File: src/rtl/serdes_pkg.sv
// Shared types and helpers for the SERDES receive chain: PAM4 symbol
// encoding, symbol-to-level mapping and the lock state encoding.
package serdes_pkg;

    typedef enum logic [1:0] {
        SYM_M3 = 2'b00,
        SYM_M1 = 2'b01,
        SYM_P1 = 2'b10,
        SYM_P3 = 2'b11
    } sym_t;

    typedef enum logic [0:0] {
        ST_SEARCH = 1'b0,
        ST_LOCKED = 1'b1
    } lock_state_t;

    // Signed unit level carried by a symbol.
    function automatic logic signed [2:0] lvl(input sym_t s);
        logic signed [2:0] l;
        case (s)
            SYM_M3:  l = -3'sd3;
            SYM_M1:  l = -3'sd1;
            SYM_P1:  l = 3'sd1;
            SYM_P3:  l = 3'sd3;
            default: l = 3'sd0;
        endcase
        return l;
    endfunction

    // Ideal sample value of a symbol for a given level spacing.
    function automatic int ideal(input sym_t s, input int sep);
        return (int'(lvl(s)) * sep) / 2;
    endfunction

endpackage

File: src/rtl/pam4_slicer.sv
// Combinational PAM4 slicer: decides a symbol from a full-width equalized
// sample and reports the distance from that symbol's ideal level.
module pam4_slicer
    import serdes_pkg::*;
#(
    parameter int W   = 12,
    parameter int SEP = 56
) (
    input  logic signed [W-1:0] eq_i,
    output sym_t                sym_o,
    output logic signed [W-1:0] err_o
);

    localparam logic signed [W-1:0] SEP_POS = W'(SEP);
    localparam logic signed [W-1:0] SEP_NEG = W'(-SEP);
    localparam logic signed [W-1:0] ZERO    = '0;

    logic signed [W-1:0] ideal_s;

    // Threshold the sample against the three decision boundaries
    always_comb begin
        sym_o = SYM_M3;
        if (eq_i < SEP_NEG) begin
            sym_o = SYM_M3;
        end else if (eq_i < ZERO) begin
            sym_o = SYM_M1;
        end else if (eq_i < SEP_POS) begin
            sym_o = SYM_P1;
        end else begin
            sym_o = SYM_P3;
        end
    end

    // Error relative to the ideal level of the decided symbol
    always_comb begin
        ideal_s = W'(ideal(sym_o, SEP));
        err_o   = eq_i - ideal_s;
    end

endmodule

File: src/rtl/pam4_dfe_receiver.sv
// PAM4 receiver with decision-feedback equalization. Past decisions weighted
// by programmable post-cursor taps are subtracted from each incoming sample
// before slicing; a lock FSM tracks how close decisions land to ideal levels.
module pam4_dfe_receiver
    import serdes_pkg::*;
#(
    parameter int SIGNAL_RESOLUTION     = 8,
    parameter int SYMBOL_SEPERATION     = 56,
    parameter int PULSE_RESPONSE_LENGTH = 3,
    parameter int LOCK_COUNT            = 16,
    parameter int ERR_LIMIT             = 4,
    parameter int LOCK_TOL              = 8,
    localparam int NTAP   = PULSE_RESPONSE_LENGTH - 1,
    localparam int ADDR_W = (NTAP > 1) ? $clog2(NTAP) : 1
) (
    input  logic                                clk,
    input  logic                                rst,
    input  logic signed [SIGNAL_RESOLUTION-1:0] signal_in,
    input  logic                                signal_in_valid,
    input  logic                                coef_wr,
    input  logic        [ADDR_W-1:0]            coef_addr,
    input  logic signed [SIGNAL_RESOLUTION-1:0] coef_data,
    output logic        [1:0]                   sym_out,
    output logic                                sym_valid,
    output logic signed [SIGNAL_RESOLUTION-1:0] eq_out,
    output logic                                locked
);

    localparam int R      = SIGNAL_RESOLUTION;
    // Headroom: x3 level needs 2 bits, sign of the subtraction 1 bit,
    // and the tap sum grows by clog2(NTAP) bits.
    localparam int W      = R + 3 + $clog2(NTAP);
    localparam int CNT_MX = (LOCK_COUNT > ERR_LIMIT) ? LOCK_COUNT : ERR_LIMIT;
    localparam int CNT_W  = $clog2(CNT_MX + 1);

    localparam logic signed [W-1:0] SAT_MAX_W = W'((1 << (R - 1)) - 1);
    localparam logic signed [W-1:0] SAT_MIN_W = W'(-(1 << (R - 1)));
    localparam logic signed [R-1:0] SAT_MAX_R = {1'b0, {(R - 1){1'b1}}};
    localparam logic signed [R-1:0] SAT_MIN_R = {1'b1, {(R - 1){1'b0}}};
    localparam logic signed [W-1:0] TOL_POS   = W'(LOCK_TOL);
    localparam logic signed [W-1:0] TOL_NEG   = W'(-LOCK_TOL);
    localparam logic [CNT_W-1:0]    LOCK_CNT  = CNT_W'(LOCK_COUNT);
    localparam logic [CNT_W-1:0]    ERR_CNT   = CNT_W'(ERR_LIMIT);

    // Tap and decision history
    logic signed [R-1:0] tap_q      [NTAP];
    logic signed [R-1:0] tap_d      [NTAP];
    sym_t                hist_q     [NTAP];
    sym_t                hist_d     [NTAP];
    logic [NTAP-1:0]     hist_vld_q;
    logic [NTAP-1:0]     hist_vld_d;

    // Registered outputs
    sym_t                sym_q;
    sym_t                sym_d;
    logic                sym_valid_q;
    logic                sym_valid_d;
    logic signed [R-1:0] eq_out_q;
    logic signed [R-1:0] eq_out_d;
    logic                locked_q;
    logic                locked_d;

    // Lock FSM
    lock_state_t         state_q;
    lock_state_t         state_d;
    logic [CNT_W-1:0]    cnt_q;
    logic [CNT_W-1:0]    cnt_d;

    // Datapath
    logic signed [W-1:0] isi_s;
    logic signed [W-1:0] eq_s;
    logic signed [R-1:0] eq_sat_s;
    sym_t                sym_s;
    logic signed [W-1:0] err_s;
    logic                in_tol_s;
    logic [CNT_W-1:0]    cnt_inc_s;

    // ISI estimate: each valid past decision scales its tap by +-1 or +-3 via shift-add
    always_comb begin
        logic signed [W-1:0] tap_w;
        logic signed [W-1:0] prod;
        tap_w = '0;
        prod  = '0;
        isi_s = '0;
        for (int k = 0; k < NTAP; k++) begin
            tap_w = W'(tap_q[k]);
            if (hist_vld_q[k]) begin
                case (lvl(hist_q[k]))
                    3'sd3:   prod = tap_w + (tap_w <<< 1);
                    3'sd1:   prod = tap_w;
                    -3'sd1:  prod = -tap_w;
                    -3'sd3:  prod = -(tap_w + (tap_w <<< 1));
                    default: prod = '0;
                endcase
            end else begin
                prod = '0;
            end
            isi_s = isi_s + prod;
        end
    end

    // Equalized sample at full width; slicing uses this, not the saturated copy
    always_comb begin
        eq_s = W'(signal_in) - isi_s;
    end

    pam4_slicer #(
        .W   (W),
        .SEP (SYMBOL_SEPERATION)
    ) u_slicer (
        .eq_i  (eq_s),
        .sym_o (sym_s),
        .err_o (err_s)
    );

    // Clamp the equalized sample into the output range
    always_comb begin
        if (eq_s > SAT_MAX_W) begin
            eq_sat_s = SAT_MAX_R;
        end else if (eq_s < SAT_MIN_W) begin
            eq_sat_s = SAT_MIN_R;
        end else begin
            eq_sat_s = eq_s[R-1:0];
        end
    end

    // Tolerance test on the slicer error
    always_comb begin
        in_tol_s  = (err_s <= TOL_POS) && (err_s >= TOL_NEG);
        cnt_inc_s = cnt_q + 1'b1;
    end

    // Next taps, history and output registers
    always_comb begin
        tap_d       = tap_q;
        hist_d      = hist_q;
        hist_vld_d  = hist_vld_q;
        sym_d       = sym_q;
        eq_out_d    = eq_out_q;
        sym_valid_d = signal_in_valid;
        if (coef_wr && (int'(coef_addr) < NTAP)) begin
            tap_d[coef_addr] = coef_data;
        end else begin
            tap_d = tap_q;
        end
        if (signal_in_valid) begin
            for (int k = NTAP - 1; k > 0; k--) begin
                hist_d[k]     = hist_q[k-1];
                hist_vld_d[k] = hist_vld_q[k-1];
            end
            hist_d[0]     = sym_s;
            hist_vld_d[0] = 1'b1;
            sym_d         = sym_s;
            eq_out_d      = eq_sat_s;
        end else begin
            hist_d     = hist_q;
            hist_vld_d = hist_vld_q;
        end
    end

    // Lock FSM: run-length of clean samples to lock, of dirty samples to unlock
    always_comb begin
        state_d = state_q;
        cnt_d   = cnt_q;
        if (signal_in_valid) begin
            case (state_q)
                ST_SEARCH: begin
                    if (!in_tol_s) begin
                        cnt_d = '0;
                    end else if (cnt_inc_s == LOCK_CNT) begin
                        state_d = ST_LOCKED;
                        cnt_d   = '0;
                    end else begin
                        cnt_d = cnt_inc_s;
                    end
                end
                ST_LOCKED: begin
                    if (in_tol_s) begin
                        cnt_d = '0;
                    end else if (cnt_inc_s == ERR_CNT) begin
                        state_d = ST_SEARCH;
                        cnt_d   = '0;
                    end else begin
                        cnt_d = cnt_inc_s;
                    end
                end
                default: begin
                    state_d = ST_SEARCH;
                    cnt_d   = '0;
                end
            endcase
        end else begin
            state_d = state_q;
            cnt_d   = cnt_q;
        end
        locked_d = (state_d == ST_LOCKED);
    end

    // Register taps, history and sample outputs
    always_ff @(posedge clk or posedge rst) begin
        if (rst) begin
            for (int k = 0; k < NTAP; k++) begin
                tap_q[k]  <= '0;
                hist_q[k] <= SYM_M3;
            end
            hist_vld_q  <= '0;
            sym_q       <= SYM_M3;
            sym_valid_q <= 1'b0;
            eq_out_q    <= '0;
        end else begin
            tap_q       <= tap_d;
            hist_q      <= hist_d;
            hist_vld_q  <= hist_vld_d;
            sym_q       <= sym_d;
            sym_valid_q <= sym_valid_d;
            eq_out_q    <= eq_out_d;
        end
    end

    // Register lock FSM state, counter and lock flag
    always_ff @(posedge clk or posedge rst) begin
        if (rst) begin
            state_q  <= ST_SEARCH;
            cnt_q    <= '0;
            locked_q <= 1'b0;
        end else begin
            state_q  <= state_d;
            cnt_q    <= cnt_d;
            locked_q <= locked_d;
        end
    end

    assign sym_out   = sym_q;
    assign sym_valid = sym_valid_q;
    assign eq_out    = eq_out_q;
    assign locked    = locked_q;

endmodule

File: config.mk
export PLATFORM = sky130hd
export DESIGN_NAME = pam4_dfe_receiver
export DESIGN_NICKNAME = d
export VERILOG_FILES = /design/src/rtl/serdes_pkg.sv /design/src/rtl/pam4_slicer.sv /design/src/rtl/pam4_dfe_receiver.sv
export SDC_FILE = /design/constraint.sdc
export NUM_CORES = 1
export LEC_CHECK = 0
export BUFFER_PORTS_ARGS = -buffer_cell sky130_fd_sc_hd__buf_2
export CAP_MARGIN = 10
export CELL_PAD_IN_SITES_DETAIL_PLACEMENT = 1
export CELL_PAD_IN_SITES_GLOBAL_PLACEMENT = 2
export CORE_ASPECT_RATIO = 0.7
export CORE_MARGIN = 4
export CORE_UTILIZATION = 30
export CTS_CLUSTER_SIZE = 10
export DETAILED_ROUTE_END_ITERATION = 12
export HOLD_SLACK_MARGIN = 0.03
export PLACE_DENSITY_LB_ADDON = 0.1
export SLEW_MARGIN = 40
export SYNTH_ARGS = -nofsm -noshare
export SYNTH_HDL_FRONTEND = slang
export SYNTH_SLANG_ARGS = --single-unit
File: constraint.sdc
create_clock -name clk -period 7.75 [get_ports clk]
set_clock_uncertainty 0.2 [all_clocks]
set_input_delay 1.55 -clock clk [delete_from_list [all_inputs] [get_ports clk]]
set_output_delay 1.55 -clock clk [all_outputs]
set_load 0.03 [all_outputs]
=== Word level (Yosys, flattened, before mapping) ===
Cells that the tools add are included.

* Logic and storage cells: 82
* Input bits: 21
* Bits in registers: 37
* Output and inout port bits: 12

* Add/subtract/negate cells: 10
* Multipliers: 1
* Reductions and logical operators: 5
* $lt $le $gt $ge: 9
* Equal/unequal tests: 19
* Muxes and demuxes: 27
* Bitwise logic cells: 2

{| class="wikitable"
|+ Operators with widths
! cell !! count
|-
| 12-bit case mux with 4 select lines || 2
|-
| 3-bit case mux with 4 select lines || 3
|-
| 12-bit by 7-bit less-than comparator with 1-bit output (second input constant) || 2
|-
| 12-bit 2-to-1 mux || 2
|-
| 8-bit 2-to-1 mux || 3
|-
| 10-bit negation with 12-bit output || 2
|-
| 8-bit negation with 12-bit output || 2
|-
| 8-bit by 9-bit adder with 10-bit output || 2
|-
| 5-bit 2-to-1 mux || 4
|-
| 16-bit bitwise mux || 1
|-
| 12-bit adder || 1
|-
| 2-bit equality test (second input constant) || 6
|-
| 3-bit equality test (second input constant) || 4
|-
| 12-bit by 4-bit greater-or-equal comparator with 1-bit output (second input constant) || 1
|-
| 12-bit by 8-bit greater-than comparator with 1-bit output (second input constant) || 1
|-
| 12-bit by 5-bit less-or-equal comparator with 1-bit output (second input constant) || 1
|-
| 12-bit by 1-bit less-than comparator with 1-bit output (second input constant) || 1
|-
| 12-bit by 8-bit less-than comparator with 1-bit output (second input constant) || 1
|-
| 12-bit subtractor || 1
|-
| 8-bit by 12-bit subtractor with 12-bit output || 1
|-
| 5-bit case mux with 2 select lines || 1
|-
| 8-bit demux with 1-bit select || 1
|-
| 3-bit by 4-bit multiplier with 7-bit output (second input constant) || 1
|-
| 2-bit by 1-bit equality test with 1-bit output (second input constant) || 3
|-
| 15 further kinds || 26
|}

=== Depth between registers and ports, before layout ===
Gate-level depths: netlist of run 1.

* Depth in word-level cells: 20
* Mapped depth: 39
* Gate-level depth less buffers: 38

=== Hierarchy ===
A second synthesis of run 1 with hierarchy kept.

* Cell total of the unflattened synthesis: 606
* Area total of the unflattened synthesis: 4944.7 um^2

{| class="wikitable"
|+ By module, submodules not included
! module !! area an instance (um^2) !! sequential area each (um^2) !! cells an instance !! times used
|-
| pam4_dfe_receiver || 4479.3 || 925.9 || 540 || 1
|-
| pam4_slicer || 465.4 || 0.0 || 66 || 1
|}

=== Worst setup path after synthesis of run 1 ===
Ideal clock, no wire load.

* Path type: flip-flop to flip-flop
* Start point: register tap_q[0] (netlist name)
* End point: register cnt_q[0]
* Data arrival time: 8118 ps
* Stages on the path, launching flop included: 36
* Required time: 7426 ps
* Setup time: 124 ps
* Buffers on the path: 1
* Path slack: -693 ps
* Period minus slack after synthesis: 8443 ps
* Cell sequence: dfrtp_1 -> ha_1 -> inv_1 -> fa_1 -> nor3b_1 -> nand2_1 -> nor3_1 -> nor2_1 -> mux4_2 -> and2_1 -> fa_1 -> inv_1 -> ha_1 -> nand3_1 -> o221ai_1 -> o31a_1 -> a31oi_1 -> and3_1 -> a21o_1 -> a21o_1 -> and2_1 -> clkbuf_1 -> inv_1 -> nor4_1 -> ha_1 -> nor2b_1 -> fa_1 -> a21oi_1 -> o21ai_0 -> xor2_1 -> or4_1 -> or4_4 -> o22ai_4 -> mux2_4 -> nand2_1 -> mux2i_1

* Elaborated cells on any way between the ends: 26
* Classes of those cells: add/sub (6); mul (1); order compare (5); eq/ne (3); mux (9); reduce/logical (2)

{| class="wikitable"
|+ RTL lines
! what !! line !! RTL
|-
| start: declaration || pam4_dfe_receiver.sv:46 || <nowiki>logic signed [R-1:0] tap_q [NTAP];</nowiki>
|-
| start signal: assignment || pam4_dfe_receiver.sv:211 || <nowiki>tap_q <= tap_d;</nowiki>
|-
| 8-bit by 9-bit adder with 10-bit output || pam4_dfe_receiver.sv:89, pam4_dfe_receiver.sv:92 ||
|-
| 10-bit negation with 12-bit output || pam4_dfe_receiver.sv:92 || <nowiki>-3'sd3: prod = -(tap_w + (tap_w <<< 1));</nowiki>
|-
| 12-bit case mux with 4 select lines (*) || pam4_dfe_receiver.sv:88 || <nowiki>case (lvl(hist_q[k]))</nowiki>
|-
| 12-bit 2-to-1 mux (*) || pam4_dfe_receiver.sv:87 || <nowiki>if (hist_vld_q[k]) begin</nowiki>
|-
| 12-bit adder (*) || pam4_dfe_receiver.sv:98 || <nowiki>isi_s = isi_s + prod;</nowiki>
|-
| 8-bit by 12-bit subtractor with 12-bit output (*) || pam4_dfe_receiver.sv:104 || <nowiki>eq_s = W'(signal_in) - isi_s;</nowiki>
|-
| 12-bit by 1-bit less-than comparator with 1-bit output || pam4_slicer.sv:25 || <nowiki>end else if (eq_i < ZERO) begin</nowiki>
|-
| 2-bit 2-to-1 mux || pam4_slicer.sv:25 ||
|-
| [... 1 more ...] || n/a ||
|-
| via sym_s[1] || pam4_dfe_receiver.sv:73 || <nowiki>sym_t sym_s;</nowiki>
|-
| 2-bit equality test (tied with other cells) || serdes_pkg.sv:20 || <nowiki>case (s)</nowiki>
|-
| 3-bit case mux with 4 select lines (*) || serdes_pkg.sv:20 ||
|-
| 3-bit by 4-bit multiplier with 7-bit output (*) || serdes_pkg.sv:32 || <nowiki>return (int'(lvl(s)) * sep) / 2;</nowiki>
|-
| 12-bit subtractor (*) || pam4_slicer.sv:37 || <nowiki>err_o = eq_i - ideal_s;</nowiki>
|-
| 12-bit by 5-bit less-or-equal comparator with 1-bit output / 12-bit by 4-bit greater-or-equal comparator with 1-bit output (equally long branches) || pam4_dfe_receiver.sv:129 || <nowiki>in_tol_s = (err_s <= TOL_POS) && (err_s >= TOL_NEG);</nowiki>
|-
| 1-bit logical AND (*) || pam4_dfe_receiver.sv:129 ||
|-
| 5-bit 2-to-1 mux (on tied branches) || pam4_dfe_receiver.sv:178, pam4_dfe_receiver.sv:168 ||
|-
| 5-bit case mux with 2 select lines (*) || pam4_dfe_receiver.sv:166 || <nowiki>case (state_q)</nowiki>
|-
| end signal: assignment || pam4_dfe_receiver.sv:228 || <nowiki>cnt_q <= cnt_d;</nowiki>
|-
| end: declaration || pam4_dfe_receiver.sv:66 || <nowiki>logic [CNT_W-1:0] cnt_q;</nowiki>
|}

The timed path passes the listed nets; every way through them passes the cells marked *. The select of a mux whose other input is x is not followed.
A chain may end at the register's enable or synchronous reset.

=== Final worst setup path of run 1 ===
* Start point: register tap_q[10] (netlist name)
* End point: register cnt_q[2]

The elaborated chain is that of the path after synthesis.

==> results of run 1 <==
## sequential cells by signal, indices dropped and copies added (netlist names)
| name | count |
|---|---|
| hist_q | 2 |
| eq_out | 8 |
| cnt_q | 5 |
| tap_q | 16 |
| hist_vld_q | 2 |
| sym_valid | 1 |
| state_q | 1 |
| sym_out | 2 |
## kinds of logic (layout without fill, tap and decap cells)
family	count (synthesis)	in the layout	share of synthesized area, %
xor+xnor	40	40	6.92
simple gates	201	201	20.1
fa+ha+maj	69	69	18.7
flops	37	37	17.9
buf+inv	91	289	7.09
compound gates	161	161	21.6
other cells	0	1	0
mux	30	30	7.63
## final cells by class
cell class                 count  area (um2)
sequential                    37         931
antenna                        1        2.50
inverter                      71         269
clock buffer                   6         129
tap                          225         282
timing repair buffer         210        1540
clock inverter                 2        10.0
multi-input combinational    501        4620
fill                        1942        8810
## routing by layer
metal  wire, um  global-route usage [%]  up-vias  part of all wire, %
met5          0                       0        -                    0
met4        167                    3.27        0                 0.86
met3        484                    1.30       13                  2.5
met2       8840                    30.5       58                   46
met1       9910                    30.4     2740                   51
li1           -                       -     2668                    -
## cell usage after synthesis (6+ instances only)
cell / number / share of area (%)
xnor2_1: 27 / 4.6
fa_1: 14 / 5.4
a21oi_1: 31 / 3.0
ha_1: 55 / 13
and3_1: 12 / 1.5
nand2b_1: 6 / 0.73
a31oi_1: 9 / 1.1
dfrtp_1: 37 / 18
o211ai_1: 6 / 0.87
nand3_1: 20 / 1.9
nand2_1: 41 / 3.0
o221ai_1: 8 / 1.4
inv_1: 70 / 5.1
o21ai_0: 34 / 3.3
clkbuf_1: 15 / 1.1
a211oi_1: 9 / 1.3
nor3_1: 20 / 1.9
a21o_1: 8 / 1.2
nor2b_1: 12 / 1.5
a221oi_1: 6 / 1.0
nor2_1: 44 / 3.2
mux2_2: 21 / 4.6
xor2_1: 12 / 2.0
and2_1: 10 / 1.2
o21a_1: 7 / 1.0
## path summary, 6_finish.rpt
kind	start	end	cells after the start
max	tap_q[10]	cnt_q[2]	38
min	eq_out[0]	eq_out[0]	1
max reg2reg	tap_q[10]	cnt_q[2]	38
min reg2reg	eq_out[0]	eq_out[0]	1
max in group asynchronous	rst	tap_q[0]	3
min in group asynchronous	rst	sym_valid	3
## through the flow
stage | worst slack (ps) | util, %
2_1_floorplan | 4.63 | -
3_3_place_gp | -434 | 40.6
3_5_place_dp | -676 | 40.6
4_1_cts | -340 | 44.0
5_1_grt | -768 | 46.9
6_report | -394 | 46.9
## repair_timing
action / CTS / global route
gates resized for setup: 71 / 75
pin swaps: 48 / 50
hold buffers: 0 / 0
buffers inserted: 19 / 18
endpoints found under the setup margin: 6 / 6
==> flow_metrics.py, run 1 <==
metrics = {
    "outcome": {
        "status": "complete, but fails checks",
        "violations": "setup timing",
    },
    "synth": {
        "synth_edf_count": 0,
        "async_reset_ff_share_pct": 100,
        "yosys.cell_types.count": 68,
        "ys.flop_type": "dfrtp_1",
        "synthCells": 629,
        "synth_area_um2": 5170,
        "ys_seq_area_share_pct": 17.9,
        "yosysWarningCount": 0,
        "syn_nets": 719,
        "avgSynthCellArea_um2": 8.22,
        "ys_ff_latch": 37,
    },
    "route": {
        "drt-total-wl_um": 19400,
        "post_drt_via_cell_ratio": 5.20,
        "vias": 5479,
        "post_drt_wl_per_cell_um": 18.4,
        "drtIter0Drc": 210,
        "firstDrtPassIters": 5,
        "drtAntennaViolNets": 0,
        "drc": 0,
    },
    "place": {
        "portBuffers": 32,
        "place_hpwl_um": 15300,
        "gp_congestion": 0.846,
        "place_area_um2": 6730,
        "placedCellCount": 1010,
    },
    "cts": {
        "cts.sinks": 37,
        "cts_buffers": 5,
        "clkTransAtPathRegs_ps": 60,
        "ctsRootBufferMaster": "clkbuf_16",
        "cts_tree": "done",
        "cts_htree_levels": 2,
        "clkLatencyLatePin_ps": 280,
        "cts_buffer_depth": 2,
    },
    "sta": {
        "slew_viol_final": 0,
        "max_freq_ghz": 0.123,
        "min_period_over_period_pct": 105,
        "fin_ws_ps": -394,
        "finalHoldViolations": 0,
        "worstMarginPinSlew_ps": 583,
        "tns_ps": -1920,
        "timing.slew.headroom_pct": 61.1,
        "hold_ws_ps": 306,
        "rsz0062_at_grt": "yes",
        "finalSetupViolCount": 6,
        "post-route-min-period_ps": 8140,
    },
    "setup_path": {
        "required_ps": 7710,
        "startpoint_type": "register",
        "worst_path_most_repeated_cell": "nor2_2",
        "path_delay_family": "simple AND/OR/NAND/NOR gates",
        "max_stage_delay_ps": 530,
        "r2r_slack_ps": -390,
        "cp_slowest_cell": "fa_2",
        "cp_data_arrival_time_ps": 8100,
        "endpoint_kind": "register",
        "cp_num_buf_inv": 6,
        "crit_path_max_fanout": 4,
        "path_class": "reg -> reg",
    },
    "die": {
        "start_util_pct": 31.2,
        "boundaryPins": 33,
        "die_h_um": 118,
        "dieArea_um2": 19400,
        "fp.coreArea_um2": 16600,
        "rows": 39,
        "die_w_um": 165,
    },
    "global_route": {
        "antenna_found_initial": 1,
        "grt_pass1_wl_um": 31000,
        "grt_max_degree": 38,
        "track_usage_pct": 19.7,
        "overflow": 0,
        "grt_pass1_vias": 5783,
    },
    "layout": {
        "final_cells": 1053,
        "drive_gt1_share_pct": 45.3,
        "final_common_cell": "buf_4",
        "area_growth_pct": 50.5,
        "layout_common_cells": "buf_4 (167), inv_1 (55), nand2_1 (39)",
        "postLayoutCellArea_um2": 7780,
        "nets": 916,
    },
    "job": {
        "maxCapViolCount": 0,
    },
    "hold_path": {
        "hold_class": "reg -> reg",
    },
}
Power of run 1 is left out: the tool's default activity adds up to more than one toggle a clock period on the data nets, which glitch-free logic cannot reach.
==> inputs of run 2 (changes only) <==
PLACE_DENSITY = 0.76   (was not set)
PLACE_DENSITY_LB_ADDON = not set   (was 0.1)
==> run 2 against run 1 <==
  * The flow still finishes with violations (setup timing)
  * Sequential cell count stayed put
  * First-iteration DRC count rose by 27%
  * Non-clock buffer count decreased by 17
  * Critical path depth down 1
  * Critical endpoint is now cnt_q[0]
  * Critical path type unchanged
  * Hold slack got worse by 4.1 ps
  * Highest routed layer unchanged
  * Clock-buffer cell count increased by 2
  * Fmax down 1.8%
==> flow_metrics.py, run 2 (synthesis gave the netlist of run 1 again) <==
metrics = {
    "outcome": {
        "status": "complete, but fails checks",
        "violations": "setup timing",
    },
    "route": {
        "drt-total-wl_um": 19500,
        "drtAntennaViolNets": 0,
        "drtIter0Drc": 267,
        "drc": 0,
        "vias": 5474,
        "post_drt_via_cell_ratio": 5.28,
        "post_drt_wl_per_cell_um": 18.9,
        "firstDrtPassIters": 4,
    },
    "setup_path": {
        "endpoint_kind": "register",
        "max_stage_delay_ps": 500,
        "worst_path_most_repeated_cell": "ha_4",
        "path_class": "reg -> reg",
        "startpoint_type": "register",
        "crit_path_max_fanout": 6,
        "required_ps": 7690,
        "cp_slowest_cell": "or4_4",
        "cp_data_arrival_time_ps": 8230,
    },
    "global_route": {
        "overflow": 0,
        "grt_pass1_vias": 5911,
        "grt_max_degree": 38,
        "grt_pass1_wl_um": 31300,
        "antenna_found_initial": 1,
        "track_usage_pct": 19.7,
    },
    "cts": {
        "ctsRootBufferMaster": "clkbuf_16",
        "cts_htree_levels": 2,
        "clkLatencyLatePin_ps": 280,
        "cts.sinks": 37,
        "cts_buffers": 5,
        "cts_tree": "done",
        "cts_buffer_depth": 2,
        "clkTransAtPathRegs_ps": 60,
    },
    "place": {
        "place_hpwl_um": 15000,
        "post-place-ws_ps": -808,
        "place_area_um2": 6670,
        "portBuffers": 32,
        "gp_congestion": 0.890,
    },
    "sta": {
        "fin_ws_ps": -541,
        "worstMarginPinSlew_ps": 587,
        "max_freq_ghz": 0.121,
        "rsz0062_at_grt": "yes",
        "finalHoldViolations": 0,
        "min_period_over_period_pct": 107,
        "slew_viol_final": 0,
        "finalSetupViolCount": 6,
        "timing.slew.headroom_pct": 60.9,
        "post-route-min-period_ps": 8290,
    },
    "job": {
        "maxCapViolCount": 0,
    },
    "die": {
        "rows": 39,
        "start_util_pct": 31.2,
        "die_w_um": 165,
        "fp.coreArea_um2": 16600,
        "boundaryPins": 33,
        "dieArea_um2": 19400,
        "die_h_um": 118,
    },
    "layout": {
        "drive_gt1_share_pct": 43.3,
        "regMostFlops": "tap_q",
        "area_growth_pct": 47.0,
        "layout_common_cells": "buf_4 (156), inv_1 (54), nand2_1 (39)",
        "nFillCells": 1975,
        "largest_reg_flops": 16,
        "multi_input_area_um2": 4570,
        "regArea_um2": 928,
        "nets": 899,
        "final_common_cell": "buf_4",
        "postLayoutCellArea_um2": 7600,
    },
    "hold_path": {
        "hold_class": "reg -> reg",
    },
}
==> run 2: cell count changes in the layout (fill, tap and decap cells not counted), moves of 3 or more <==
cell and delta:
buf_4 -11, buf_6 -7, a211oi_4 -3, nor2_2 -3, xor2_2 -3
==> run 2: area by class of cell <==
cell class	count	area share (%)
multi-input combinational	501	60.1
timing repair buffer	193	18.4
sequential	37	12.2
tap	225	3.70
inverter	71	3.61
clock buffer	8	1.93
antenna	1	0.0329
==> run 2: critical path: cells and delay by family, from the launching register on <==
kind | cells | cell delay (ps)
buffers and inverters | 4 | 270
muxes | 3 | 830
and+or+nand+nor | 13 | 2610
DFF | 1 | 430
AOI/OAI and AO/OA | 10 | 1780
xor gates and xnor gates | 1 | 170
adders and majority gates | 6 | 1850
==> run 2: worst paths after layout <==
check	start	cells after the start	to	slack, ps
setup / recovery	tap_q[1]	37	cnt_q[0]	-540
hold / removal	eq_out[0]	1	eq_out[0]	300
setup reg to reg	tap_q[1]	37	cnt_q[0]	-540
hold reg to reg	eq_out[0]	1	eq_out[0]	300
max in group asynchronous	rst	3	tap_q[9]	5780
min in group asynchronous	rst	3	sym_valid	1170
==> run 2: per-stage QoR <==
step	hold slack [ps]	util, %	TNS [ps]	cells
3_3_place_gp	281	40.2	-2730	1002
6_report	301	45.8	-2880	1036
4_1_cts	310	43.4	-2300	1028
3_5_place_dp	298	40.2	-4360	1002
5_1_grt	329	45.8	-5030	1036
2_1_floorplan	289	-	0	629
==> run 2: repair_timing <==
action,in CTS,in global routing
buffers inserted,18,7
pin swaps,34,60
hold buffers,0,0
gates resized for setup,57,76
endpoints found under the setup margin,6,6
gates cloned,0,0
==> run 2: metal layers <==
| layer | GRT usage [%] | up-vias | part of all wire, % |
|---|---|---|---|
| li1 | - | 2624 | - |
| met4 | 4.05 | 0 | 1.2 |
| met3 | 2.00 | 20 | 2.2 |
| met2 | 32.3 | 57 | 49 |
| met1 | 28.2 | 2773 | 48 |
| met5 | 0 | - | 0 |
Power of run 2 is left out for the same reason.
